$ cat config.mk
export PLATFORM = sky130hd
export DESIGN_NAME = gol_grid_engine
export DESIGN_NICKNAME = d
export VERILOG_FILES = /design/src/rtl/gol_pkg.sv /design/src/rtl/gol_row_next.sv /design/src/rtl/gol_grid_engine.sv
export SDC_FILE = /design/constraint.sdc
export NUM_CORES = 1
export LEC_CHECK = 0
export ABC_AREA = 1
export BUFFER_PORTS_ARGS = -buffer_cell sky130_fd_sc_hd__buf_2
export CORE_ASPECT_RATIO = 0.75
export CORE_UTILIZATION = 40
export CTS_CLUSTER_DIAMETER = 60
export DETAILED_ROUTE_END_ITERATION = 10
export PLACE_DENSITY_LB_ADDON = 0.2
export SLEW_MARGIN = 20
export SYNTH_ARGS = -nofsm -noshare
export SYNTH_HDL_FRONTEND = slang
export SYNTH_HIERARCHICAL = 1
export SYNTH_SLANG_ARGS = --single-unit
$ cat constraint.sdc
create_clock -name clk -period 7.3 [get_ports clk]
set_input_delay 1.46 -clock clk [delete_from_list [all_inputs] [get_ports clk]]
set_output_delay 1.46 -clock clk [all_outputs]
set_load 0.03 [all_outputs]
$ cat src/rtl/gol_pkg.sv
// gol_pkg: state encoding, Conway B3/S23 rule masks and a popcount helper
// shared by the Game of Life grid engine and its row evaluator.
package gol_pkg;

    typedef enum logic [1:0] {
        IDLE = 2'd0,
        RUN  = 2'd1,
        DONE = 2'd2
    } state_t;

    // Bit n set: a cell with n live neighbours is born / survives.
    localparam logic [8:0] BIRTH_MASK   = 9'b000001000;
    localparam logic [8:0] SURVIVE_MASK = 9'b000001100;

    // Widest row the popcount helper accepts; callers zero-extend narrower rows.
    localparam int POP_W = 64;

    function automatic int unsigned popcount(input logic [POP_W-1:0] v);
        int unsigned cnt;
        cnt = 0;
        for (int i = 0; i < POP_W; i++) begin
            cnt = cnt + 32'(v[i]);
        end
        return cnt;
    endfunction

endpackage

$ cat src/rtl/gol_row_next.sv
// gol_row_next: combinational next-generation evaluator for one grid row,
// given the old rows above, at and below it.
module gol_row_next
    import gol_pkg::*;
#(
    parameter int COLS = 8,
    parameter bit WRAP = 1'b1
) (
    input  logic [COLS-1:0] above_i,
    input  logic [COLS-1:0] cur_i,
    input  logic [COLS-1:0] below_i,
    output logic [COLS-1:0] next_o
);

    for (genvar c = 0; c < COLS; c++) begin : g_col
        localparam int L     = (c == 0) ? COLS - 1 : c - 1;
        localparam int R     = (c == COLS - 1) ? 0 : c + 1;
        localparam bit HAS_L = WRAP || (c != 0);
        localparam bit HAS_R = WRAP || (c != COLS - 1);

        logic [2:0] leftBits;
        logic [2:0] rightBits;
        logic [3:0] n;

        // Edge columns see dead neighbours unless the grid is toroidal.
        assign leftBits  = HAS_L ? {above_i[L], cur_i[L], below_i[L]} : 3'b000;
        assign rightBits = HAS_R ? {above_i[R], cur_i[R], below_i[R]} : 3'b000;

        assign n = 4'(leftBits[0]) + 4'(leftBits[1]) + 4'(leftBits[2])
                 + 4'(rightBits[0]) + 4'(rightBits[1]) + 4'(rightBits[2])
                 + 4'(above_i[c]) + 4'(below_i[c]);

        assign next_o[c] = BIRTH_MASK[n] | (cur_i[c] & SURVIVE_MASK[n]);
    end

endmodule

$ cat src/rtl/gol_grid_engine.sv
// gol_grid_engine: register-held ROWS x COLS Game of Life grid, one generation per
// start at one row per clock. `define GOL_STABLE_DETECT_EN adds still-life detection.
module gol_grid_engine
    import gol_pkg::*;
#(
    parameter int ROWS  = 8,
    parameter int COLS  = 8,
    parameter bit WRAP  = 1'b1,
    parameter int GEN_W = 16,
    localparam int ROW_W   = $clog2(ROWS),
    localparam int ALIVE_W = $clog2(ROWS * COLS + 1)
) (
    input  logic               clk,
    input  logic               rst,
    input  logic               load_valid,
    input  logic [ROW_W-1:0]   load_row,
    input  logic [COLS-1:0]    load_data,
    input  logic               start,
    output logic               busy,
    output logic               done,
    input  logic [ROW_W-1:0]   rd_row,
    output logic [COLS-1:0]    rd_data,
    output logic [GEN_W-1:0]   gen_count,
    output logic [ALIVE_W-1:0] alive_count,
    output logic               stable
);

    state_t state_q, state_d;

    logic [COLS-1:0]    grid_q [ROWS];
    logic [COLS-1:0]    prevBuf_q;
    logic [COLS-1:0]    row0Buf_q;
    logic [COLS-1:0]    rdData_q;
    logic [ROW_W-1:0]   rowIdx_q;
    logic [ALIVE_W-1:0] sum_q;
    logic [ALIVE_W-1:0] aliveCount_q;
    logic [GEN_W-1:0]   genCount_q;
    logic               recount_q;

    logic               running;
    logic               startGo;
    logic               loadHit;
    logic               lastRow;
    logic [COLS-1:0]    curRow;
    logic [COLS-1:0]    aboveRow;
    logic [COLS-1:0]    belowRow;
    logic [COLS-1:0]    newRow;
    logic [ALIVE_W-1:0] sumNext;
    logic [ALIVE_W-1:0] gridPop;

    assign running = (state_q == RUN);
    assign startGo = (state_q == IDLE) && start && !load_valid;
    assign loadHit = (state_q == IDLE) && load_valid && (int'(load_row) < ROWS);
    assign lastRow = (rowIdx_q == ROW_W'(ROWS - 1));

    always_ff @(posedge clk or posedge rst) begin
        if (rst) begin
            state_q <= IDLE;
        end else begin
            state_q <= state_d;
        end
    end

    always_comb begin
        state_d = state_q;
        busy    = 1'b0;
        done    = 1'b0;
        case (state_q)
            IDLE: begin
                if (startGo) state_d = RUN;
            end
            RUN: begin
                busy = 1'b1;
                if (lastRow) state_d = DONE;
            end
            DONE: begin
                done    = 1'b1;
                state_d = IDLE;
            end
            default: state_d = IDLE;
        endcase
    end

    // prevBuf holds the old version of row r-1 because grid[r-1] is already overwritten.
    always_comb begin
        curRow   = grid_q[rowIdx_q];
        aboveRow = prevBuf_q;
        belowRow = grid_q[rowIdx_q + 1'b1];
        if (!WRAP && rowIdx_q == '0) aboveRow = '0;
        if (lastRow) belowRow = WRAP ? row0Buf_q : '0;
    end

    gol_row_next #(
        .COLS (COLS),
        .WRAP (WRAP)
    ) u_row_next (
        .above_i (aboveRow),
        .cur_i   (curRow),
        .below_i (belowRow),
        .next_o  (newRow)
    );

    assign sumNext = sum_q + ALIVE_W'(popcount(POP_W'(newRow)));

    always_comb begin
        gridPop = '0;
        for (int r = 0; r < ROWS; r++) begin
            gridPop = gridPop + ALIVE_W'(popcount(POP_W'(grid_q[r])));
        end
    end

    always_ff @(posedge clk or posedge rst) begin
        if (rst) begin
            for (int r = 0; r < ROWS; r++) grid_q[r] <= '0;
            prevBuf_q <= '0;
            row0Buf_q <= '0;
            rowIdx_q  <= '0;
            sum_q     <= '0;
            recount_q <= 1'b0;
        end else begin
            recount_q <= loadHit;
            if (loadHit) begin
                grid_q[load_row] <= load_data;
            end else if (running) begin
                grid_q[rowIdx_q] <= newRow;
            end
            if (startGo) begin
                row0Buf_q <= grid_q[0];
                prevBuf_q <= grid_q[ROWS-1];
                rowIdx_q  <= '0;
                sum_q     <= '0;
            end else if (running) begin
                prevBuf_q <= curRow;
                rowIdx_q  <= rowIdx_q + 1'b1;
                sum_q     <= sumNext;
            end
        end
    end

    // Counters settle on the RUN->DONE edge so they are valid while done is high.
    always_ff @(posedge clk or posedge rst) begin
        if (rst) begin
            genCount_q   <= '0;
            aliveCount_q <= '0;
        end else if (running && lastRow) begin
            genCount_q   <= genCount_q + 1'b1;
            aliveCount_q <= sumNext;
        end else if (recount_q) begin
            aliveCount_q <= gridPop;
        end
    end

    always_ff @(posedge clk or posedge rst) begin
        if (rst) begin
            rdData_q <= '0;
        end else begin
            rdData_q <= (int'(rd_row) < ROWS) ? grid_q[rd_row] : '0;
        end
    end

    assign rd_data     = rdData_q;
    assign gen_count   = genCount_q;
    assign alive_count = aliveCount_q;

`ifdef GOL_STABLE_DETECT_EN
    logic eqFlag_q;
    logic stable_q;
    logic eqNext;

    // Sticky equality starts true each generation and drops on the first changed row.
    assign eqNext = eqFlag_q && (newRow == curRow);

    always_ff @(posedge clk or posedge rst) begin
        if (rst) begin
            eqFlag_q <= 1'b0;
            stable_q <= 1'b0;
        end else if (loadHit) begin
            stable_q <= 1'b0;
        end else if (startGo) begin
            eqFlag_q <= 1'b1;
        end else if (running) begin
            eqFlag_q <= eqNext;
            if (lastRow) stable_q <= eqNext;
        end
    end

    assign stable = stable_q;
`else
    assign stable = 1'b0;
`endif

endmodule

[After elaboration in Yosys (flattened, before gate mapping)]
Memory sizes are Yosys's and may differ from the RTL's.
Index checks and enable logic that the tools add are counted.
Operators by class
  add/sub/neg operators: 129
  order comparisons: 14
  eq/ne operators: 5
  multiplexer cells: 47
  bitwise gates (word level): 20
  reductions and logical operators: 12
Operators with widths (count)
  adder 4 x 1 -> 4 bit: 48
  bitwise mux 64 bit: 2
  2-to-1 mux 64 bit: 2
  2-to-1 mux 8 bit: 11
  binary-select mux 8 bit (select 3 bit): 3
  adder 6 x 1 -> 7 bit: 9
  adder 7 x 1 -> 7 bit: 9
  adder 7 bit: 8
  adder 5 x 1 -> 6 bit: 9
  demux 8 bit (select 3 bit): 2
  adder 4 x 1 -> 5 bit: 9
  < comparator 4 x 5 -> 1 bit (second input constant): 8
  adder 3 x 1 -> 4 bit: 9
  adder 1 x 1 -> 2 bit: 17
  2-to-1 mux 7 bit: 4
  adder 2 x 1 -> 3 bit: 9
  2-to-1 mux 1 bit: 18
  adder 16 x 1 -> 16 bit (second input constant): 1
  greater-or-equal comparator 4 bit (second input constant): 4
  inverter 3 -> 4 bit: 4
  bitwise AND 1 bit: 8
  < comparator 4 x 1 -> 1 bit (second input constant): 2
  bitwise OR 1 bit: 8
  logical AND 1 bit: 6
  other kinds (13): 17
Storage, ports and cells
  flip-flop bits (word level): 124
  ROM bits: 256
  output and inout port bits: 34
  logic and storage cells: 260
  memories: 16
Memory list
  (no name shown): words 16, width 1, rd ports 1, clocked after Yosys merged registers in 0, wr ports 0, RTL line gol_row_next.sv:33  | assign next_o[c] = BIRTH_MASK[n] | (cur_i[c] & SURVIVE_MASK[n]);
  (no name shown): words 16, width 1, rd ports 1, clocked after Yosys merged registers in 0, wr ports 0, RTL line gol_row_next.sv:33
  (no name shown): words 16, width 1, rd ports 1, clocked after Yosys merged registers in 0, wr ports 0, RTL line gol_row_next.sv:33
  (no name shown): words 16, width 1, rd ports 1, clocked after Yosys merged registers in 0, wr ports 0, RTL line gol_row_next.sv:33
  (no name shown): words 16, width 1, rd ports 1, clocked after Yosys merged registers in 0, wr ports 0, RTL line gol_row_next.sv:33
  (no name shown): words 16, width 1, rd ports 1, clocked after Yosys merged registers in 0, wr ports 0, RTL line gol_row_next.sv:33
  +10 memories

[Depth between registers and ports, before layout]
Gate-level depths: netlist (run 1).
  word-level depth: 27
  mapped depth: 36

[By module]
The synthesis (run 1) kept the hierarchy.
Modules (own cells, without submodules)
  gol_grid_engine: instances 1, cells each 1263, area an instance 9580.4 um^2, sequential area each 3103.0 um^2
  gol_row_next: instances 1, cells each 199, area an instance 1487.7 um^2, sequential area each 0.0 um^2

[Worst setup path after synthesis (run 1)]
No wires, ideal clock.
  path kind: flip-flop to flip-flop
  from: reg rowIdx_q[1]
  to: reg aliveCount_q[4] (netlist: alive_count[4])
  library setup time: 0.117 ns
  arrival: 6.360 ns
  data required time: 7.183 ns
  slack: 0.823 ns
  cell stages (with the launch flop): 34
  cell sequence: dfrtp_1 buf_4 inv_2 buf_6 clkbuf_1 nand2_1 nand2_1 nand2_1 nand2_1 inv_1 fa_1 fa_1 fa_1 inv_1 ha_1 fa_1 nand2_1 nor2_1 nand2_1 inv_1 fa_1 inv_1 fa_1 fa_1 fa_1 fa_1 inv_1 nand3_1 nand2_1 nand2_1 nand2_1 o21ai_0 nand2_1 nand2_1
RTL lines
  start: declaration: RTL line gol_grid_engine.sv:34  | logic [ROW_W-1:0] rowIdx_q;
  start signal: assignment: RTL line gol_grid_engine.sv:134  | rowIdx_q <= rowIdx_q + 1'b1;
  inverter 3 -> 4 bit (not written as such) *: RTL line gol_grid_engine.sv:86  | curRow = grid_q[rowIdx_q];
  binary-select mux 8 bit (select 3 bit) *: RTL line gol_grid_engine.sv:86
  2-to-1 mux 8 bit (not written as such) * (2 in a row): RTL line gol_grid_engine.sv:86
  net curRow[1]: RTL line gol_grid_engine.sv:44  | logic [COLS-1:0] curRow;
  adder 4 x 1 -> 4 bit * (2 in a row): RTL line gol_row_next.sv:30  | + 4'(rightBits[0]) + 4'(rightBits[1]) + 4'(rightBits[2])
  adder 4 x 1 -> 4 bit * (2 in a row): RTL line gol_row_next.sv:31  | + 4'(above_i[c]) + 4'(below_i[c]);
  memory read (16 x 1 bit)
  2-to-1 mux 1 bit (not written as such): RTL line gol_row_next.sv:33
  (+2 left out)
  net newRow[0]: RTL line gol_grid_engine.sv:47  | logic [COLS-1:0] newRow;
  (+1 left out)
  adder 2 x 1 -> 3 bit *: RTL line gol_pkg.sv:22  | cnt = cnt + 32'(v[i]);
  adder 3 x 1 -> 4 bit *: RTL line gol_pkg.sv:22
  adder 4 x 1 -> 5 bit *: RTL line gol_pkg.sv:22
  adder 5 x 1 -> 6 bit *: RTL line gol_pkg.sv:22
  adder 6 x 1 -> 7 bit *: RTL line gol_pkg.sv:22
  adder 7 x 1 -> 7 bit *: RTL line gol_pkg.sv:22
  adder 7 bit *: RTL line gol_grid_engine.sv:103  | assign sumNext = sum_q + ALIVE_W'(popcount(POP_W'(newRow)));
  2-to-1 mux 7 bit *: RTL line gol_grid_engine.sv:145  | end else if (running && lastRow) begin
  end signal: assignment: RTL line gol_grid_engine.sv:147  | aliveCount_q <= sumNext;
  end signal: assignment: RTL line gol_grid_engine.sv:149  | aliveCount_q <= gridPop;
  end: declaration: RTL line gol_grid_engine.sv:36  | logic [ALIVE_W-1:0] aliveCount_q;
Mark *: on every way through the listed nets, which the timed path passes. The rest lies on a longest branch. The select of a mux whose other input is x is not followed.
A chain may end at the register's enable or synchronous reset.

[Final worst setup path (run 1)]
  from: reg rowIdx_q[0]
  to: reg aliveCount_q[4] (netlist: alive_count[4])
The elaborated chain is that of the path after synthesis.

==> results of run 1 <==
==> flip-flops by register name, indices dropped and copies added, names as in the netlist <==
register / cells
grid_q: 64
recount_q: 1
row0Buf_q: 8
gen_count: 16
rowIdx_q: 3
state_q: 2
aboveRow: 8
rd_data: 8
alive_count: 7
sum_q: 7
==> layer usage <==
layer  GRT usage, %  vias up
li1               -     4711
met1          42.90     4781
met2          38.26      469
met3          10.49       60
met4          8.214        0
met5              0        -
==> how the worst min path moves through the flow <==
stage / end / slack [ps] / cells past startpoint / start
after detailed placement: gen_count[15] / 460 / 1 / gen_count[15]
after global placement: gen_count[15] / 450 / 1 / gen_count[15]
after CTS: gen_count[15] / 470 / 1 / gen_count[15]
after floorplan: row0Buf_q[3] / 450 / 2 / row0Buf_q[3]
after global routing: gen_count[15] / 490 / 1 / gen_count[15]
final: gen_count[15] / 460 / 1 / gen_count[15]
==> cell families after synthesis <==
| family | share of synthesized area [%] |
|---|---|
| and+or+nand+nor | 21.12 |
| xor gates and xnor gates | 1.187 |
| buffers and inverters | 11.30 |
| AOI/OAI and AO/OA | 16.44 |
| other | 0.03388 |
| DFF | 28.04 |
| adders and majority gates | 21.89 |
==> final cells by class <==
class                           count  area share [%]
Sequential cell                   124           25.24
Timing Repair Buffer               77           3.832
Multi-Input combinational cell   1035           54.65
Clock inverter                     12           1.291
Clock buffer                       20           3.710
Tap cell                          351           3.568
Inverter                          249           7.715
==> synth_stat cells <==
cell type	n	share of area, %
a21o_1	7	0.47
a21oi_1	101	4.6
a21oi_4	1	0.15
a22o_1	1	0.079
buf_1	2	0.068
buf_2	15	0.68
buf_4	6	0.41
buf_6	9	0.92
clkbuf_1	22	0.75
clkinv_1	2	0.068
conb_1	1	0.034
dfrtp_1	124	28
fa_1	91	16
ha_1	48	5.4
inv_1	242	8.2
inv_2	4	0.14
inv_6	1	0.079
nand2_1	333	11
nand2_2	5	0.28
nand2_4	1	0.10
nand3_1	70	3.2
nand3_2	7	0.63
nand3b_1	3	0.20
nand4_1	5	0.28
nor2_1	95	3.2
nor2_2	9	0.51
nor2_4	4	0.41
nor2_8	3	0.54
nor3_1	4	0.18
nor3_2	1	0.090
nor3_4	1	0.15
o211ai_1	4	0.27
o21a_1	22	1.5
o21a_2	2	0.16
o21ai_0	177	8.0
o21ai_1	5	0.23
o22ai_1	18	1.0
or2_2	1	0.057
xnor2_1	3	0.24
xor2_1	12	0.95
==> critical path, delay by kind of cell (launching register included) <==
kind / cells / cell delay, ps
adder cells (fa/ha/maj): 10 / 4420
AND/OR/NAND/NOR: 15 / 1120
flip-flops: 1 / 590
buffers and inverters: 6 / 540
AO/OA/AOI/OAI: 1 / 80
==> per-stage QoR <==
step                      hold WS, ps  utilization [%]
after CTS                       467.2            45.16
after global placement          451.7            42.89
final                           460.6            45.48
after global routing            489.2            45.48
after floorplan                 452.9                -
after detailed placement        457.7            42.89
==> cell usage in the layout (no fill, tap or decap), drive strengths merged <==
cell / n
nand2: 339
a21o: 7
o21ai: 182
a22o: 1
clkbuf: 20
o21a: 24
clkinvlp: 4
nor2: 111
xor2: 12
clkinv: 5
nand3: 77
inv: 249
or2: 1
nor3: 6
fa: 91
nand4: 5
a21oi: 102
conb: 1
buf: 77
o22ai: 18
bufinv: 3
o211ai: 4
ha: 48
dfrtp: 124
nand3b: 3
xnor2: 3
==> timing repair <==
item	4_1_cts	5_1_grt
endpoints found under the setup margin	0	5
resized for setup	0	10
setup buffers	0	6
==> reports/results.tsv, run 1 <==
metric	value	unit
Fin. Hold Viols	0	
RSZ-0062 raised after global routing	false	
P&R area growth vs syn	11.21	%
setup violators final	0	
remaining global-route overflow	0	
first-pass GRT wire length	59.60	mm
peak fanout along the critical path	20	
Final period util	93.92	%
DRT antenna net count	0	
Clock Tree Root	clkbuf_16	
Longest Clk Path Bufs	2	
DRT Pass-1 Iters	5	
Final Slew Violations	0	
largest net degree at the start of global routing	66	
post-synthesis cell count	1462	
nets	1661	
average cell area after synthesis	7.571	um2
number of global-route vias before repair	9469	
worst r2r src	rowIdx_q[0]	
WL met2	15.46	mm
CP dominant cell by count	nand2_1	
Place WS	321.2	ps
Reg area	3107	um2
Worst setup EP type	flop	
Final Critical Period	6856	ps
filler cell count	2767	
H-Tree Level Count	4	
max incr delay on CP	590	ps
Post-Route M1 WL	18.03	mm
setup_tns	0	ps
post-synthesis sequential area ratio	28.04	%
routed length on met3	4.876	mm
placed insts	1830	
Setup CP Type	reg2reg	
synth warn	6	
initial antenna violation count	1	
beginning of the critical path	rowIdx_q[0]	
Die Height	146.1	um
CP max stage cell	dfrtp_4	
GRT Overall Usage	28.74	%
Worst-Margin Slew	1088	ps
Post-Layout Inst Area	12310	um2
top routing layer in use	met4	
wire per inst	21.00	um
setup ws final	443.9	ps
Vias	10020	
final cell count without fillers	1868	
R2R Setup Slk	440	ps
Port-buffer cells	50	
Yosys cell types	40	
Diodes inserted	0	
Multi-input gate area	6726	um2
outcome	complete, no violations	
Sink Count	124	
die area	28350	um2
Synth Net Count	1619	
CTS tree	done	
clock-pin slew on the worst setup and hold paths	60	ps
vias per cell	5.365	
Clock Skew	13.18	ps
clk_lat worst skew	440	ps
Max-slew headroom	27.36	%
crit path capture	alive_count[4]	
Hold WC Path Type	reg2reg	
data required time of the worst path	7630	ps
core area	27070	um2
crit path DAT	7180	ps
detailed-route DRC error count	0	
Synth Register Bits	124	
routability congestion estimate from global placement	0.9988	
Worst setup SP type	flop	
initial drt markers	1029	
RR Endpoint	alive_count[4]	
Hold Buf Count CTS	0	
row count	52	
fmax	0.1459	GHz
Initial Util	40.89	%
CTS Buf Count	17	
Routed WL	39.23	mm
max-cap viol count	0	
R2R depth	32	
layout cells sized above 1	10.22	%
Mapped Area	11070	um2
placed cell areas	11610	um2
I/O pin count	52	
die width	194.1	um
detailed placement HPWL	30.14	mm
Power of run 1 is not shown: default switching activity piles up to over one toggle a cycle in this logic, so the estimate is an artifact.
==> inputs of run 2 (changes only) <==
- CORE_ASPECT_RATIO: 0.75 -> default
==> reports/results.tsv, run 2 (same netlist as run 1, synthesis figures left out) <==
metric	value	unit
outcome	complete, no violations	
Reg area	3104	um2
family with the most delay on the worst path	adder cells	
crit path DAT	7180	ps
Diodes inserted	0	
peak fanout along the critical path	19	
most frequent cells in the layout	nand2_1, inv_1, o21ai_0	
wire per inst	20.36	um
CP dominant cell by count	nand2_1	
Clock Tree Root	clkbuf_16	
filler cell count	2758	
Longest Clk Path Bufs	2	
setup_tns	0	ps
Hold Buf Count CTS	0	
CP max stage cell	fa_1	
Worst-Margin Slew	1005	ps
routability congestion estimate from global placement	0.9646	
Sink Count	124	
routed length on met3	3.447	mm
number of global-route vias before repair	9707	
Clock Skew	13.85	ps
Routed WL	37.67	mm
Vias	10020	
number of flip-flops in the largest register	64	
clk_lat worst skew	430	ps
WL met2	16.69	mm
initial drt markers	1015	
fmax	0.1457	GHz
Max-slew headroom	32.62	%
clock-pin slew on the worst setup and hold paths	70	ps
setup violators final	0	
initial antenna violation count	0	
max-cap viol count	0	
commonest non-fill, non-tap cell in the layout	nand2_1	
die area	28340	um2
top routing layer in use	met4	
CTS tree	done	
vias per cell	5.417	
RSZ-0062 raised after global routing	false	
Port-buffer cells	50	
worst path buffer plus inverter count	6	
nets	1653	
Multi-input gate area	6716	um2
largest net degree at the start of global routing	77	
Worst setup SP type	flop	
DRT Pass-1 Iters	6	
setup ws final	437.1	ps
Hold WC Path Type	reg2reg	
remaining global-route overflow	0	
detailed-route DRC error count	0	
CTS Buf Count	17	
WHS	462.3	ps
Setup CP Type	reg2reg	
max incr delay on CP	540	ps
Post-Route M1 WL	16.65	mm
die width	168.3	um
GRT Overall Usage	27.88	%
Final Slew Violations	0	
Final Core Density	45.14	%
I/O pin count	52	
postcts setup bufs	0	
Fin. Hold Viols	0	
Initial Util	40.95	%
layout cells sized above 1	9.543	%
Place WS	444.3	ps
detailed placement HPWL	28.76	mm
DRT antenna net count	0	
first-pass GRT wire length	58.95	mm
H-Tree Level Count	4	
core area	27030	um2
row count	60	
Reg with most FFs	grid_q	
Worst setup EP type	flop	
P&R area growth vs syn	10.22	%
Die Height	168.3	um
Final period util	94.01	%
Final Critical Period	6863	ps
data required time of the worst path	7620	ps
[run 2: per-layer routing]
layer	global-route usage (%)	vias up
met3	5.313	81
met5	0	-
met1	40.11	4757
met4	7.470	0
met2	42.77	483
li1	-	4701
[run 2: through the flow]
stage,area [um2],instances
detailed placement,11570,1817
CTS,12160,1849
floorplan,11070,1462
global placement,11570,1817
global route,12200,1850
finish,12200,1850
[run 2: final timing paths]
kind	startpoint	end	slack (ps)	depth (start not counted)
worst min-delay path	gen_count[15]	gen_count[15]	460	1
worst max register to register	rowIdx_q[0]	alive_count[4]	440	31
max in group asynchronous	rst	rowIdx_q[0]	5100	4
worst max-delay path	rowIdx_q[0]	alive_count[4]	440	31
worst min register to register	gen_count[15]	gen_count[15]	460	1
min in group asynchronous	rst	grid_q[38]	1080	2
[run 2: timing repair]
action	in CTS	in global routing
gates resized for setup	0	3
endpoints found under the hold margin	0	0
endpoints found under the setup margin	0	3
[run 2: layout make-up]
cell class / count / area share (%)
clock buffer: 18 / 3.518
clock inverter: 14 / 1.292
inverter: 249 / 7.774
multi-input combinational: 1035 / 55.06
sequential: 124 / 25.45
tap: 341 / 3.497
timing repair buffer: 69 / 3.415
Power of run 2 is left out for the same reason.
